$ cat src/rtl/fir_ctrl_pkg.sv
// fir_ctrl_pkg: shared types and sizing helpers for the FIR stream controller.
//   state_t    : controller FSM states (IDLE, RUN, DRAIN)
//   FIR_N      : default filter order (taps = FIR_N+1)
//   fir_w_y()  : width of the filter output for a given order / operand widths
//   fir_idx_w(): width of a tap index for a given order
//   FIR_IDX_W  : tap index width for the default order
package fir_ctrl_pkg;

  typedef enum logic [1:0] {
    IDLE  = 2'd0,
    RUN   = 2'd1,
    DRAIN = 2'd2
  } state_t;

  localparam int FIR_N = 2;

  // Full-precision sum of n+1 products of w_x by w_h signed operands.
  function automatic int fir_w_y(input int n, input int w_x, input int w_h);
    return w_x + w_h + n;
  endfunction

  // A tap index must be able to address taps 0..n; never narrower than 1 bit.
  function automatic int fir_idx_w(input int n);
    return (n < 1) ? 1 : $clog2(n + 1);
  endfunction

  localparam int FIR_IDX_W = fir_idx_w(FIR_N);

endpackage

$ cat src/rtl/fir_coeff_bank.sv
// fir_coeff_bank: double-buffered coefficient store for the FIR filter.
// Software writes taps into the shadow bank one at a time; a commit copies
// the whole shadow bank into the active bank in one edge, so the filter
// never sees a half-updated tap set.
//
// Ports
//   clk, reset        : clock, asynchronous active-high reset
//   cw_valid          : tap write strobe (always accepted)
//   cw_idx, cw_data   : tap index and value
//   cmt               : commit pulse, active <= shadow as it stood before the edge
//   Hz                : active bank, tap k at [k*w_h +: w_h]
//   cw_err            : combinational, high when a write addresses a tap > n
module fir_coeff_bank
  import fir_ctrl_pkg::*;
#(
  parameter int n   = FIR_N,
  parameter int w_h = 8
) (
  input  logic                    clk,
  input  logic                    reset,
  input  logic                    cw_valid,
  input  logic [fir_idx_w(n)-1:0] cw_idx,
  input  logic [w_h-1:0]          cw_data,
  input  logic                    cmt,
  output logic [(n+1)*w_h-1:0]    Hz,
  output logic                    cw_err
);

  logic [(n+1)*w_h-1:0] shadow;
  logic                 idx_ok;

  // The index field can encode more values than there are taps.
  assign idx_ok = (int'(cw_idx) <= n);
  assign cw_err = cw_valid && !idx_ok;

  always_ff @(posedge clk or posedge reset) begin
    if (reset) begin
      shadow <= '0;
    end else begin
      for (int k = 0; k <= n; k++) begin
        if (cw_valid && idx_ok && (int'(cw_idx) == k)) begin
          shadow[k*w_h +: w_h] <= cw_data;
        end
      end
    end
  end

  // Non-blocking read of shadow: a write on the same edge as a commit
  // lands only in the shadow bank and waits for the next commit.
  always_ff @(posedge clk or posedge reset) begin
    if (reset) begin
      Hz <= '0;
    end else if (cmt) begin
      Hz <= shadow;
    end
  end

endmodule

$ cat src/rtl/fir_stream_ctrl.sv
// fir_stream_ctrl: sequencer and configuration controller for one
// fir_filter_parameterized instance.
//   - feeds the filter sample input x from a valid/ready stream, inserting
//     zeros when the stream underruns and while draining
//   - owns the filter coefficient bus Hz via a shadow/active bank
//   - qualifies the filter output y with m_valid, aligned to filter latency
//
// Build option: define FIR_CTRL_WARMUP_EN to suppress m_valid for the first
// n accepted samples after start (only full-window outputs are flagged).
// Without it, every accepted sample produces an m_valid.
//
// Stream handshake (s_valid/s_ready): a sample transfers on a rising edge
// where both are high. s_ready is a function of the FSM state only (high in
// RUN) and never depends on s_valid. When s_ready is high and s_valid is low,
// a zero is sent to the filter and underrun is flagged.
//
// Ports
//   clk, reset             : clock, asynchronous active-high reset
//   cw_valid/cw_idx/cw_data: coefficient write into the shadow bank
//   cmt                    : commit shadow bank to Hz
//   start, stop            : run control pulses (stop wins if both in RUN)
//   clr                    : clears sticky flags (a same-edge set wins)
//   s_valid/s_data/s_ready : input sample stream
//   x                      : registered sample to the filter
//   Hz                     : active coefficients to the filter
//   y                      : filter output
//   m_valid/m_data         : registered, qualified filter output
//   busy                   : high in RUN or DRAIN
//   underrun, cfg_err      : sticky flags
//   dbg_state              : current FSM state
module fir_stream_ctrl
  import fir_ctrl_pkg::*;
#(
  parameter int n   = FIR_N,
  parameter int w_x = 8,
  parameter int w_h = 8,
  parameter int LAT = 1
) (
  input  logic                              clk,
  input  logic                              reset,
  input  logic                              cw_valid,
  input  logic [fir_idx_w(n)-1:0]           cw_idx,
  input  logic [w_h-1:0]                    cw_data,
  input  logic                              cmt,
  input  logic                              start,
  input  logic                              stop,
  input  logic                              clr,
  input  logic                              s_valid,
  input  logic [w_x-1:0]                    s_data,
  output logic                              s_ready,
  output logic [w_x-1:0]                    x,
  output logic [(n+1)*w_h-1:0]              Hz,
  input  logic [fir_w_y(n, w_x, w_h)-1:0]   y,
  output logic                              m_valid,
  output logic [fir_w_y(n, w_x, w_h)-1:0]   m_data,
  output logic                              busy,
  output logic                              underrun,
  output logic                              cfg_err,
  output state_t                            dbg_state
);

  // Drain counter must reach LAT; keep at least one bit.
  localparam int DW = (LAT < 1) ? 1 : $clog2(LAT + 1);

  state_t         state, state_nx;
  logic [DW-1:0]  drain_cnt;
  logic           drain_done;
  logic           acc;        // a sample is accepted this edge
  logic           feed;       // accepted sample that should raise m_valid
  logic [w_x-1:0] x_nx;
  logic           cw_err;
  logic           flag_clr;
  logic [LAT:0]   vpipe;
  logic [LAT+1:0] vshift;

  fir_coeff_bank #(
    .n   (n),
    .w_h (w_h)
  ) u_bank (
    .clk      (clk),
    .reset    (reset),
    .cw_valid (cw_valid),
    .cw_idx   (cw_idx),
    .cw_data  (cw_data),
    .cmt      (cmt),
    .Hz       (Hz),
    .cw_err   (cw_err)
  );

  assign dbg_state  = state;
  assign drain_done = (drain_cnt == DW'(LAT));

  // Next state and per-state outputs.
  always_comb begin
    state_nx = state;
    s_ready  = 1'b0;
    busy     = 1'b0;
    acc      = 1'b0;
    x_nx     = '0;
    case (state)
      IDLE: begin
        if (start) state_nx = RUN;
      end
      RUN: begin
        s_ready = 1'b1;
        busy    = 1'b1;
        acc     = s_valid;
        if (s_valid) x_nx = s_data;
        if (stop) state_nx = DRAIN;
      end
      DRAIN: begin
        busy = 1'b1;
        if (drain_done) state_nx = IDLE;
      end
      default: state_nx = IDLE;
    endcase
  end

  always_ff @(posedge clk or posedge reset) begin
    if (reset) begin
      state <= IDLE;
    end else begin
      state <= state_nx;
    end
  end

  // Counts the zero-fill cycles spent in DRAIN; LAT+1 of them flush the
  // last real sample through the filter.
  always_ff @(posedge clk or posedge reset) begin
    if (reset) begin
      drain_cnt <= '0;
    end else if (state == DRAIN) begin
      drain_cnt <= drain_cnt + DW'(1);
    end else begin
      drain_cnt <= '0;
    end
  end

  always_ff @(posedge clk or posedge reset) begin
    if (reset) begin
      x <= '0;
    end else begin
      x <= x_nx;
    end
  end

`ifdef FIR_CTRL_WARMUP_EN
  localparam int WW = fir_idx_w(n);
  logic [WW-1:0] warm_cnt;
  logic          warm_full;

  // warm_cnt is the number of samples already accepted since start,
  // saturating at n; the window is full once n older samples exist.
  assign warm_full = (warm_cnt == WW'(n));
  assign feed      = acc && warm_full;

  always_ff @(posedge clk or posedge reset) begin
    if (reset) begin
      warm_cnt <= '0;
    end else if ((state == IDLE) && start) begin
      warm_cnt <= '0;
    end else if (acc && !warm_full) begin
      warm_cnt <= warm_cnt + WW'(1);
    end
  end
`else
  assign feed = acc;
`endif

  // vpipe[0] marks the sample just placed on x; vpipe[LAT] marks the one
  // whose result is on y now, so m_valid/m_data load together next edge.
  assign vshift = {vpipe, feed};

  always_ff @(posedge clk or posedge reset) begin
    if (reset) begin
      vpipe   <= '0;
      m_valid <= 1'b0;
      m_data  <= '0;
    end else begin
      vpipe   <= vshift[LAT:0];
      m_valid <= vpipe[LAT];
      m_data  <= y;
    end
  end

  // start only takes effect from IDLE, so only then does it clear flags.
  assign flag_clr = clr || ((state == IDLE) && start);

  always_ff @(posedge clk or posedge reset) begin
    if (reset) begin
      underrun <= 1'b0;
      cfg_err  <= 1'b0;
    end else begin
      if ((state == RUN) && !s_valid) begin
        underrun <= 1'b1;
      end else if (flag_clr) begin
        underrun <= 1'b0;
      end
      if (cw_err) begin
        cfg_err <= 1'b1;
      end else if (flag_clr) begin
        cfg_err <= 1'b0;
      end
    end
  end

endmodule
$ cat config.mk
export PLATFORM = sky130hd
export DESIGN_NAME = fir_stream_ctrl
export DESIGN_NICKNAME = d
export VERILOG_FILES = /design/src/rtl/fir_ctrl_pkg.sv /design/src/rtl/fir_coeff_bank.sv /design/src/rtl/fir_stream_ctrl.sv
export SDC_FILE = /design/constraint.sdc
export NUM_CORES = 1
export LEC_CHECK = 0
export ABC_AREA = 1
export CAP_MARGIN = 10
export CORE_ASPECT_RATIO = 0.5
export CORE_UTILIZATION = 35
export CTS_BUF_LIST = sky130_fd_sc_hd__clkbuf_16
export DETAILED_ROUTE_END_ITERATION = 7
export PLACE_DENSITY_LB_ADDON = 0.08
export RECOVER_POWER = 50
export SYNTH_ARGS = -nofsm -noshare
export SYNTH_HDL_FRONTEND = slang
export SYNTH_SLANG_ARGS = --single-unit
$ cat constraint.sdc
create_clock -name clk -period 2.4 [get_ports clk]
set_input_delay 0.48 -clock clk [delete_from_list [all_inputs] [get_ports clk]]
set_output_delay 0.48 -clock clk [all_outputs]
set_load 0.05 [all_outputs]
# == Word-level counts from Yosys, hierarchy flattened ==
# Index checks and enable logic that the tools add are counted.
# word_totals
register_bits,82
latchBits,0
ramBits,0
rom_bits,0
output_inout_bits,57
word_cells,50
n_memories,0
# op_classes
n_addsub,1
multipliers,0
div,0
n_lt_le_gt_ge,1
n_eq_ne,7
n_shift,0
mux,13
bitwise,0
n_reduce_logical,16
# op_table
cell,n
$mux 8,2
$logic_and 1x1->1,7
$mux 1,7
$eq 2x2->1 const B,3
$mux 2,3
$ne 2x2->1 const B,3
$pmux 2 s3,1
$logic_not 2->1,2
$reduce_bool 2->1,2
$reduce_and 3->1,1
$eq 2x1->1 const B,1
$le 2x2->1 const B,1
$logic_not 1->1,2
$reduce_or 2->1,1
$add 1x1->1 const B,1
$logic_or 1x1->1,1

# == Logic depth before layout (Yosys ltp) ==
# Gate-level depths: netlist of the first run.
# depth
depth_word,5
ltp_mapped,6
depth_no_buf,6

# == Cells and area by module ==
# Synthesis of the first run repeated with hierarchy kept, for this count alone.
# unflattened
hier_cells,292
hier_area_um2,3179.3
# modules_own_cells
module,instances,cells_each,area_each_um2,seq_area_each_um2
fir_coeff_bank,1,212,2082.0,1201.2
fir_stream_ctrl,1,80,1097.3,850.8

# == Worst setup path before layout of the first run ==
# No wires, ideal clock.
# synth_timing
kind,reg2out
from,"reg state[0], in the netlist dbg_state[0]"
to,out busy
arrival_ns,1.395
path_slack_ns,0.525
path_stages_with_launch,3
n_path_buf,0
path_cell_list,dfrtp_1 inv_1 ha_1
# synth_between
elab_chain_cells,3
# synth_rtl
element,line_no,text
start: declaration,fir_stream_ctrl.sv:65,"state_t state, state_nx;"
start signal: assignment,fir_stream_ctrl.sv:123,state <= state_nx;
$eq 2x2->1 or $eq 2x1->1 (tied branches),fir_stream_ctrl.sv:100,case (state)
$reduce_or 2->1 (no line) (*),--,
$mux 1 (*),fir_stream_ctrl.sv:100,
end: declaration,fir_stream_ctrl.sv:56,"output logic busy,"
# Mark *: on every way between the ends. The rest lies on a longest branch, timed or not.

# == Worst setup path in the final report of the first run ==
# Same ends and word-level chain as after synthesis.

==> flow_summary.yaml, run 1 <==
die:
  rows: 23
  fp.coreArea_sq_um: 8060
  num_io_pins: 101
  start_util_pct: 36.5
  dieHeight_um: 66.8
  die_area_sq_um: 8790
  dieWidth_um: 132
sta:
  fin_hold_ws_ns: 0.347
  drv_slew: 0
  fin_skew_ns: 0.00469
  tightestPinTransition_ns: 1.19
  rsz0062_at_grt: "no"
  hold_violations: 0
  setup_viol: 0
  period_needed_ns: 2.15
  period_share_pct: 89.6
  fmax_ghz: 0.465
  fin_setup_tns_ns: 0
  slew_headroom_pct: 21.0
placed_design:
  dp_hpwl_mm: 3.96
  gp_congestion: 0.798
  dpl.cell_count: 430
  portBuffers: 100
setup_path:
  path_class: "register to output port"
  arrival_ns: 1.67
  worst_path_largest_cell_delay_ns: 0.52
  crit_path_top_delay_cell: "dlygate4sd2_1"
  crit_chain: "inv_1, ha_1, dlygate4sd2_1"
  worstSetupEndpointType: "output port"
  cp_max_fo: 5
  path_buf_inv: 2
  critPathTopFamily: "buffers and inverters"
  required_ns: 1.92
  reg2reg_from: "dbg_state[0]$_DFFE_PP0P_"
  startpoint_type: "register"
  startpoint: "dbg_state[0]$_DFFE_PP0P_"
power_and_ir_drop:
  p_sw_share_pct: 33.8
  seqPwrFrac_pct: 38.2
  internal-power_mw: 2.98
  clockPowerShare_pct: 31.4
  peakVddDrop_uv: 754
  p_leak_nw: 2.04
  p_switching_mw: 1.53
  powerDensity_nw_per_um2: 1040
  power_mw: 4.51
  p_comb_share_pct: 30.4
synth:
  synth_seq_area_share_pct: 69.8
  syn_area_sq_um: 2940
  synth_top_area_share_pct: 69.8
  synth_top_cells_by_area: "dfrtp_1 70%, mux2_2 8.4%, nand2_1 4.6%"
  synth_nets: 270
  syn_avg_cell_area_sq_um: 13.3
  syn_inst: 221
  synth.distinct_cells: 15
  synth_largest_area_cell: "dfrtp_1"
  synth_warnings: 0
  synth_seq_cells: 82
clock_tree:
  holdBufCountCts: 0
  cts_buffer_depth: 2
  cts_tree: "done"
  numCtsBuffers: 9
  cts_sinks: 82
  post_cts_buffers: 0
  htreeDepth: 3
  clock-root-buffer: "clkbuf_16"
  clk_latency_ns: 0.33
  clk_pin_slew_worst_paths_ns: 0.06
detailed_routing:
  vias_per_cell: 4.25
  drt_first_pass_iters: 3
  wl_per_cell_um: 12.9
  vias: 1895
  wl_mm: 5.78
  ant_nets: 0
  drt-initial-drc-count: 35
  drc: 0
global_routing:
  top_usage_layer: "met2"
  grt_use_met1_pct: 17.3
  antenna_found_initial: 0
  grt_use_met2_pct: 21.3
  grt_pass1_wl_mm: 9.17
  grtUsageTotal_pct: 14.2
  grt_pass1_vias: 1866
  met3_usage_pct: 7.76
  grt_overflow: 0
  grt_max_degree: 49
layout:
  finalNonFillerCells: 446
  final_net_count: 378
  final_core_util_pct: 53.9
  diodes: 0
  drive_above_1_share_pct: 15.9
  syn_to_final_growth_pct: 47.7
worst_hold_path:
  worstHoldStart: "vpipe[0]$_DFF_PP0_"
  min-delay-path-class: "register to register"
outcome:
  status: "completed"
job:
  cap_violations: 0
==> kinds of logic (layout without fill, tap and decap cells) <==
| family | Yosys count | after routing | synth area share, % |
|---|---|---|---|
| AO/OA/AOI/OAI | 26 | 26 | 5.45 |
| adder cells (fa/ha/maj) | 5 | 5 | 2.13 |
| buffers and inverters | 33 | 146 | 5.75 |
| flip-flops | 82 | 82 | 69.8 |
| multiplexers | 24 | 24 | 9.45 |
| AND/OR/NAND/NOR | 51 | 51 | 7.41 |
==> worst paths after layout <==
kind / slack [ns] / endpoint / cells past startpoint
setup / recovery: 0.25 / busy / 3
hold / removal: 0.35 / vpipe[1]$_DFF_PP0_ / 0
setup reg to reg: 1.19 / dbg_state[0]$_DFFE_PP0P_ / 6
hold reg to reg: 0.35 / vpipe[1]$_DFF_PP0_ / 0
max in group asynchronous: 0.64 / u_bank.shadow[16]$_DFFE_PP0P_ / 3
min in group asynchronous: 0.90 / x[7]$_DFF_PP0_ / 3
==> registers in the layout (all words and copies together) (netlist names) <==
register and flops:
vpipe 2, drain_cnt 1, u_bank.Hz 24, m_data 18, u_bank.shadow 24, m_valid 1, dbg_state 2, cfg_err 1
x 8, underrun 1
==> power groups by stage <==
stage | combinational [mW] | clock [mW] | sequential, mW
2_1_floorplan | 0.422 | 0 | 2.24
3_3_place_gp | 1.40 | 0 | 1.74
3_5_place_dp | 1.41 | 0 | 1.75
4_1_cts | 1.39 | 1.46 | 1.73
5_1_grt | 1.45 | 1.51 | 1.75
6_report | 1.37 | 1.42 | 1.72
==> stage by stage <==
step	instance area (sq um)	setup WS, ns
2_1_floorplan	2940	0.525
3_5_place_dp	4040	0.336
4_1_cts	4350	0.223
6_report	4340	0.250
5_1_grt	4340	0.161
3_3_place_gp	4040	0.377
==> cell usage after synthesis <==
cell / instances
nand3_2: 3
ha_1: 5
o21ai_0: 1
inv_1: 27
mux2_4: 2
nand3_1: 2
dfrtp_1: 82
o21ai_1: 16
o21ai_2: 8
nor2_1: 8
a21oi_1: 1
nand4_1: 2
buf_6: 6
nand2_1: 36
mux2_2: 22
==> what timing repair did <==
item | CTS | global route
endpoints found under the hold margin | 0 | 0
resized for setup | 2 | 0
setup endpoints to repair | 2 | 0
==> cells in the final DEF, fill, tap and decap left out, types with 2 or more instances in the layout <==
master           synthesis  layout
clkbuf_16                0       9
dlygate4sd2_1            0       2
ha_1                     5       5
nand3_2                  3       3
o21ai_2                  8       8
nand3_1                  2       2
mux2_4                   2       2
clkinv_2                 0       2
mux2_2                  22      22
inv_1                   27      27
dfrtp_1                 82      82
o21ai_1                 16      16
dlygate4sd3_1            0      19
bufinv_16                0       2
nand4_1                  2       2
clkinvlp_4               0       2
nand2_1                 36      36
clkdlybuf4s50_1          0      79
clkbuf_2                 0       2
nor2_1                   8       8
==> routing by layer <==
layer	vias up	routed length, um
met2	56	2560
met4	0	79
met1	899	2640
met3	9	502
li1	931	-
met5	-	0
==> cell type report <==
class	instances	area (sq um)
tap	112	140
timing repair buffer	103	1020
inverter	27	105
clock buffer	9	225
multi-input combinational	106	718
sequential	82	2050
fill	703	3720
clock inverter	7	85.1
Power figures use the tool's default switching activity.
==> run 2: changes to the inputs <==
--- a/config.mk
+++ b/config.mk
@@ -6,11 +6,11 @@
 export NUM_CORES = 1
 export LEC_CHECK = 0
 export ABC_AREA = 1
-export CAP_MARGIN = 10
 export CORE_ASPECT_RATIO = 0.5
 export CORE_UTILIZATION = 35
 export CTS_BUF_LIST = sky130_fd_sc_hd__clkbuf_16
 export DETAILED_ROUTE_END_ITERATION = 7
+export DONT_BUFFER_PORTS = 1
 export PLACE_DENSITY_LB_ADDON = 0.08
 export RECOVER_POWER = 50
 export SYNTH_ARGS = -nofsm -noshare
==> run 2 against run 1 <==
Against the previous run: via count shrank 19%; fmax decreased by 5.6%; largest power group unchanged; die area unchanged; core utilization shrank 13 points; final area down 24%; combinational power is 63% lower; critical path type unchanged; setup slack worse by 0.13 ns; register-to-register slack got worse by 0.71 ns; sequential share of layout area grew 15 points; clock skew rose by 0.00058 ns; the run now ends with capacitance limit, slew limit left; global-route usage fell by 0.69 points.
==> flow_summary.yaml, run 2 (same netlist as run 1, synthesis figures left out) <==
outcome:
  status: "complete, but fails checks"
  violations: "capacitance limit, slew limit"
clock_tree:
  htreeDepth: 3
  clk_latency_ns: 0.33
  clk_pin_slew_worst_paths_ns: 0.06
  post_cts_buffers: 0
  cts_sinks: 82
  cts.repair.resized: 0
  numCtsBuffers: 9
  holdBufCountCts: 0
  clock-root-buffer: "clkbuf_16"
  cts_tree: "done"
  cts_buffer_depth: 2
global_routing:
  antenna_found_initial: 2
  grt_pass1_vias: 1572
  grt_pass1_wl_mm: 8.56
  grt_overflow: 0
  grt_max_degree: 83
  grt_use_met2_pct: 19.4
  met3_usage_pct: 7.15
  grtUsageTotal_pct: 13.5
  top_usage_layer: "met2"
  grt_use_met1_pct: 17.1
setup_path:
  arrival_ns: 1.80
  worst_path_largest_cell_delay_ns: 0.67
  r2r_cells: 4
  reg2reg_from: "dbg_state[1]$_DFFE_PP0P_"
  worstSetupEndpointType: "output port"
  required_ns: 1.92
  critPathTopFamily: "flip-flops"
  path_class: "register to output port"
  crit_chain: "inv_1, ha_1"
  regToRegSetupSlack_ns: 0.48
  cp_max_fo: 4
  startpoint_type: "register"
  crit_path_top_delay_cell: "dfrtp_1"
  path_buf_inv: 1
  r2r_end: "x[3]$_DFF_PP0_"
detailed_routing:
  wl_mm: 5.38
  drt_first_pass_iters: 4
  wl_per_cell_um: 15.5
  drt-initial-drc-count: 65
  ant_nets: 0
  drc: 0
  vias_per_cell: 4.40
  vias: 1526
sta:
  fmax_ghz: 0.439
  period_share_pct: 94.9
  tightestPinTransition_ns: 1.79
  period_needed_ns: 2.28
  slew_headroom_pct: -19.0
  fin_setup_tns_ns: 0
  fin_skew_ns: 0.00527
  hold_violations: 0
  setup_viol: 0
  rsz0062_at_grt: "no"
  drv_slew: 83
placed_design:
  post_dp_cell_area_sq_um: 3040
  portBuffers: 0
  gp_congestion: 0.705
  dp_hpwl_mm: 3.62
die:
  dieHeight_um: 66.8
  start_util_pct: 36.5
  die_area_sq_um: 8790
  dieWidth_um: 132
  rows: 23
  fp.coreArea_sq_um: 8060
  num_io_pins: 101
power_and_ir_drop:
  powerDensity_nw_per_um2: 1230
  peakVddDrop_uv: 615
  p_leak_nw: 1.64
layout:
  multi_input_area_sq_um: 704
  syn_to_final_growth_pct: 13.0
  final_net_count: 277
  regArea_sq_um: 2050
  fin_area_sq_um: 3320
  nFillCells: 778
  final_cell_mix: "82 x dfrtp_1, 36 x nand2_1, 26 x inv_1"
  final_common_cell: "dfrtp_1"
  drive_above_1_share_pct: 21.9
  reg_top3: "u_bank.Hz: 24 flops, u_bank.shadow: 24 flops, m_data: 18 flops"
job:
  cap_violations: 1
worst_hold_path:
  holdPathEnd: "m_data[0]$_DFF_PP0_"
  min-delay-path-class: "input pin to register"
  whs_path_depth: 0
  worstHoldStart: "y[0]"
-- run 2: cell types whose count changed in the layout (fill, tap and decap cells not counted), sizes merged --
cell and delta:
buf +1, bufinv -1, clkbuf -2, clkdlybuf4s50 -79
clkinv +2, clkinvlp -1, diode +2, dlygate4sd2 -2
dlygate4sd3 -19
-- run 2: per-layer routing --
metal / up-vias / share of wire [%] / wire (um)
met5: - / 0 / 0
met3: 6 / 8.3 / 445
met2: 58 / 43 / 2330
met1: 737 / 47 / 2540
met4: 0 / 0.99 / 53
li1: 725 / - / -
-- run 2: through the flow --
stage	hold WS (ns)	util, %	instances	setup WS, ns	power (mW)
3_5_place_dp	0.335	37.8	329	0.454	2.77
2_1_floorplan	0.331	-	221	0.525	2.66
3_3_place_gp	0.336	37.8	329	0.492	2.76
6_report	0.176	41.2	347	0.123	4.09
4_1_cts	0.162	41.5	345	0.0977	4.16
5_1_grt	0.152	41.2	347	0.0381	4.29
-- run 2: worst max-delay path by stage --
| stage | end | cells past startpoint | from |
|---|---|---|---|
| global route | busy | 2 | dbg_state[1]$_DFFE_PP0P_ |
| finish | busy | 2 | dbg_state[1]$_DFFE_PP0P_ |
| floorplan | busy | 2 | dbg_state[0]$_DFFE_PP0P_ |
| detailed placement | x[3]$_DFF_PP0_ | 4 | dbg_state[1]$_DFFE_PP0P_ |
| global placement | busy | 2 | dbg_state[1]$_DFFE_PP0P_ |
| CTS | busy | 2 | dbg_state[1]$_DFFE_PP0P_ |
-- run 2: cell type report --
class	instances	share of cell area, %
flip-flops and latches	82	61.8
multi-input cells	106	21.2
clock buffers	9	6.78
well taps	112	4.22
inverters	27	3.09
clock inverters	7	2.37
repair buffers	2	0.377
diodes	2	0.151
-- run 2: power breakdown --
part	switching, mW	leakage (nW)	internal, mW
sequential	0.622	1.02	1.60
combinational	0.324	0.464	0.184
clock	0.543	0.150	0.814
==> run 3: changes to the inputs <==
--- a/config.mk
+++ b/config.mk
@@ -6,8 +6,9 @@
 export NUM_CORES = 1
 export LEC_CHECK = 0
 export ABC_AREA = 1
+export ABC_CLOCK_PERIOD_IN_PS = 2400
 export CORE_ASPECT_RATIO = 0.5
-export CORE_UTILIZATION = 35
+export CORE_UTILIZATION = 45
 export CTS_BUF_LIST = sky130_fd_sc_hd__clkbuf_16
 export DETAILED_ROUTE_END_ITERATION = 7
 export DONT_BUFFER_PORTS = 1
==> run 3 against run 2 <==
Against the previous run: the flow now finishes without violations; core utilization rose by 12 points; final area fell by 0.56%; die area fell by 22%; register-to-register slack improved by 0.02 ns; via count rose by 0.52%; flip-flop and latch count did not move; non-clock buffer count rose by 2; fmax rose by 0.25%; clock skew fell by 0.0013 ns; first-iteration DRC count fell by 42%; largest power group unchanged; highest routed layer unchanged.
==> flow_summary.yaml, run 3 (same netlist as run 1, synthesis figures left out) <==
setup_path:
  cp_max_fo: 4
  startpoint: "dbg_state[1]$_DFFE_PP0P_"
  regToRegSetupSlack_ns: 0.50
  crit_path_top_delay_cell: "dfrtp_1"
  crit_chain: "inv_1, ha_1"
  cp-endpoint: "busy"
  r2r_end: "x[3]$_DFF_PP0_"
  path_class: "register to output port"
  reg2reg_from: "dbg_state[1]$_DFFE_PP0P_"
  worstSetupEndpointType: "output port"
  r2r_cells: 4
  required_ns: 1.92
  startpoint_type: "register"
  worst_path_largest_cell_delay_ns: 0.68
  arrival_ns: 1.79
sta:
  tightestPinTransition_ns: 1.03
  drv_slew: 0
  fin_skew_ns: 0.00393
  period_share_pct: 94.6
  hold_violations: 0
  period_needed_ns: 2.27
  slew_headroom_pct: 31.2
  fin_setup_tns_ns: 0
  rsz0062_at_grt: "no"
  setup_viol: 0
  fmax_ghz: 0.440
clock_tree:
  clk_latency_ns: 0.33
  holdBufCountCts: 0
  numCtsBuffers: 9
  clock-root-buffer: "clkbuf_16"
  cts_buffer_depth: 2
  cts_tree: "done"
  htreeDepth: 3
  clk_pin_slew_worst_paths_ns: 0.06
  cts.repair.resized: 0
  cts_sinks: 82
  post_cts_buffers: 0
detailed_routing:
  drt_first_pass_iters: 4
  wl_per_cell_um: 15.3
  drc: 0
  drt-initial-drc-count: 38
  vias: 1534
  ant_nets: 0
  wl_mm: 4.97
  vias_per_cell: 4.73
die:
  die_area_sq_um: 6880
  num_io_pins: 101
  dieWidth_um: 116
  rows: 20
  dieHeight_um: 59.1
  fp.coreArea_sq_um: 6180
  start_util_pct: 47.6
layout:
  final_cell_mix: "82 x dfrtp_1, 36 x nand2_1, 26 x inv_1"
  final_net_count: 279
  final_common_cell: "dfrtp_1"
  reg_top3: "u_bank.Hz: 24 flops, u_bank.shadow: 24 flops, m_data: 18 flops"
  drive_above_1_share_pct: 21.7
  syn_to_final_growth_pct: 12.3
global_routing:
  grtUsageTotal_pct: 16.5
  grt_pass1_wl_mm: 8.11
  grt_overflow: 0
  grt_pass1_vias: 1564
  grt_max_degree: 32
  antenna_found_initial: 1
power_and_ir_drop:
  peakVddDrop_uv: 569
  clockPowerShare_pct: 33.7
  p_comb_share_pct: 12.3
  power_mw: 4.11
  p_switching_mw: 1.50
  powerDensity_nw_per_um2: 1240
  p_sw_share_pct: 36.5
  internal-power_mw: 2.61
  seqPwrFrac_pct: 54.0
  p_leak_nw: 1.64
placed_design:
  portBuffers: 0
  dp_hpwl_mm: 3.57
  gp_congestion: 0.675
worst_hold_path:
  min-delay-path-class: "input pin to register"
job:
  cap_violations: 0
outcome:
  status: "completed"
run 3: metal layers:
metal  wire [um]  global-route usage, %
met5           0                      0
met2        2280                   24.3
met3         503                   9.61
met1        2150                   20.5
met4          34                   4.95
run 3: worst max-delay path, delay by kind of cell, from the launching register on:
kind / cells / cell delay, ns
buffers and inverters: 1 / 0.19
adders and majority gates: 1 / 0.60
DFF: 1 / 0.68
run 3: power groups by stage:
stage,registers [mW],clock network (mW),logic (mW)
floorplan,2.24,0,0.422
global placement,2.24,0,0.508
detailed placement,2.25,0,0.526
CTS,2.23,1.43,0.526
global route,2.25,1.50,0.571
finish,2.22,1.38,0.507
run 3: worst min-delay path by stage:
stage | start | endpoint | slack, ns | cells past startpoint
after floorplan | vpipe[1]$_DFF_PP0_ | m_valid$_DFF_PP0_ | 0.33 | 0
after global placement | vpipe[0]$_DFF_PP0_ | vpipe[1]$_DFF_PP0_ | 0.34 | 0
after detailed placement | vpipe[0]$_DFF_PP0_ | vpipe[1]$_DFF_PP0_ | 0.33 | 0
after CTS | reset | m_data[6]$_DFF_PP0_ | 0.08 | 1
after global routing | y[9] | m_data[9]$_DFF_PP0_ | 0.15 | 0
final | y[6] | m_data[6]$_DFF_PP0_ | 0.18 | 0
run 3: cell type report:
type	instances	area [sq um]
clock inverters	7	83.8
inverters	27	103
fillers	551	2880
clock buffers	9	225
diodes	1	2.50
repair buffers	4	20.0
flip-flops and latches	82	2050
multi-input cells	106	706
well taps	88	110
run 3: stage by stage:
stage | worst slack [ns] | utilization, % | area, sq um | hold slack, ns | cells
floorplan | 0.525 | - | 2940 | 0.331 | 221
global route | 0.0154 | 53.4 | 3300 | 0.154 | 324
detailed placement | 0.472 | 49.0 | 3030 | 0.335 | 307
CTS | 0.105 | 54.0 | 3340 | 0.0771 | 323
finish | 0.129 | 53.4 | 3300 | 0.177 | 324
global placement | 0.498 | 49.0 | 3030 | 0.336 | 307
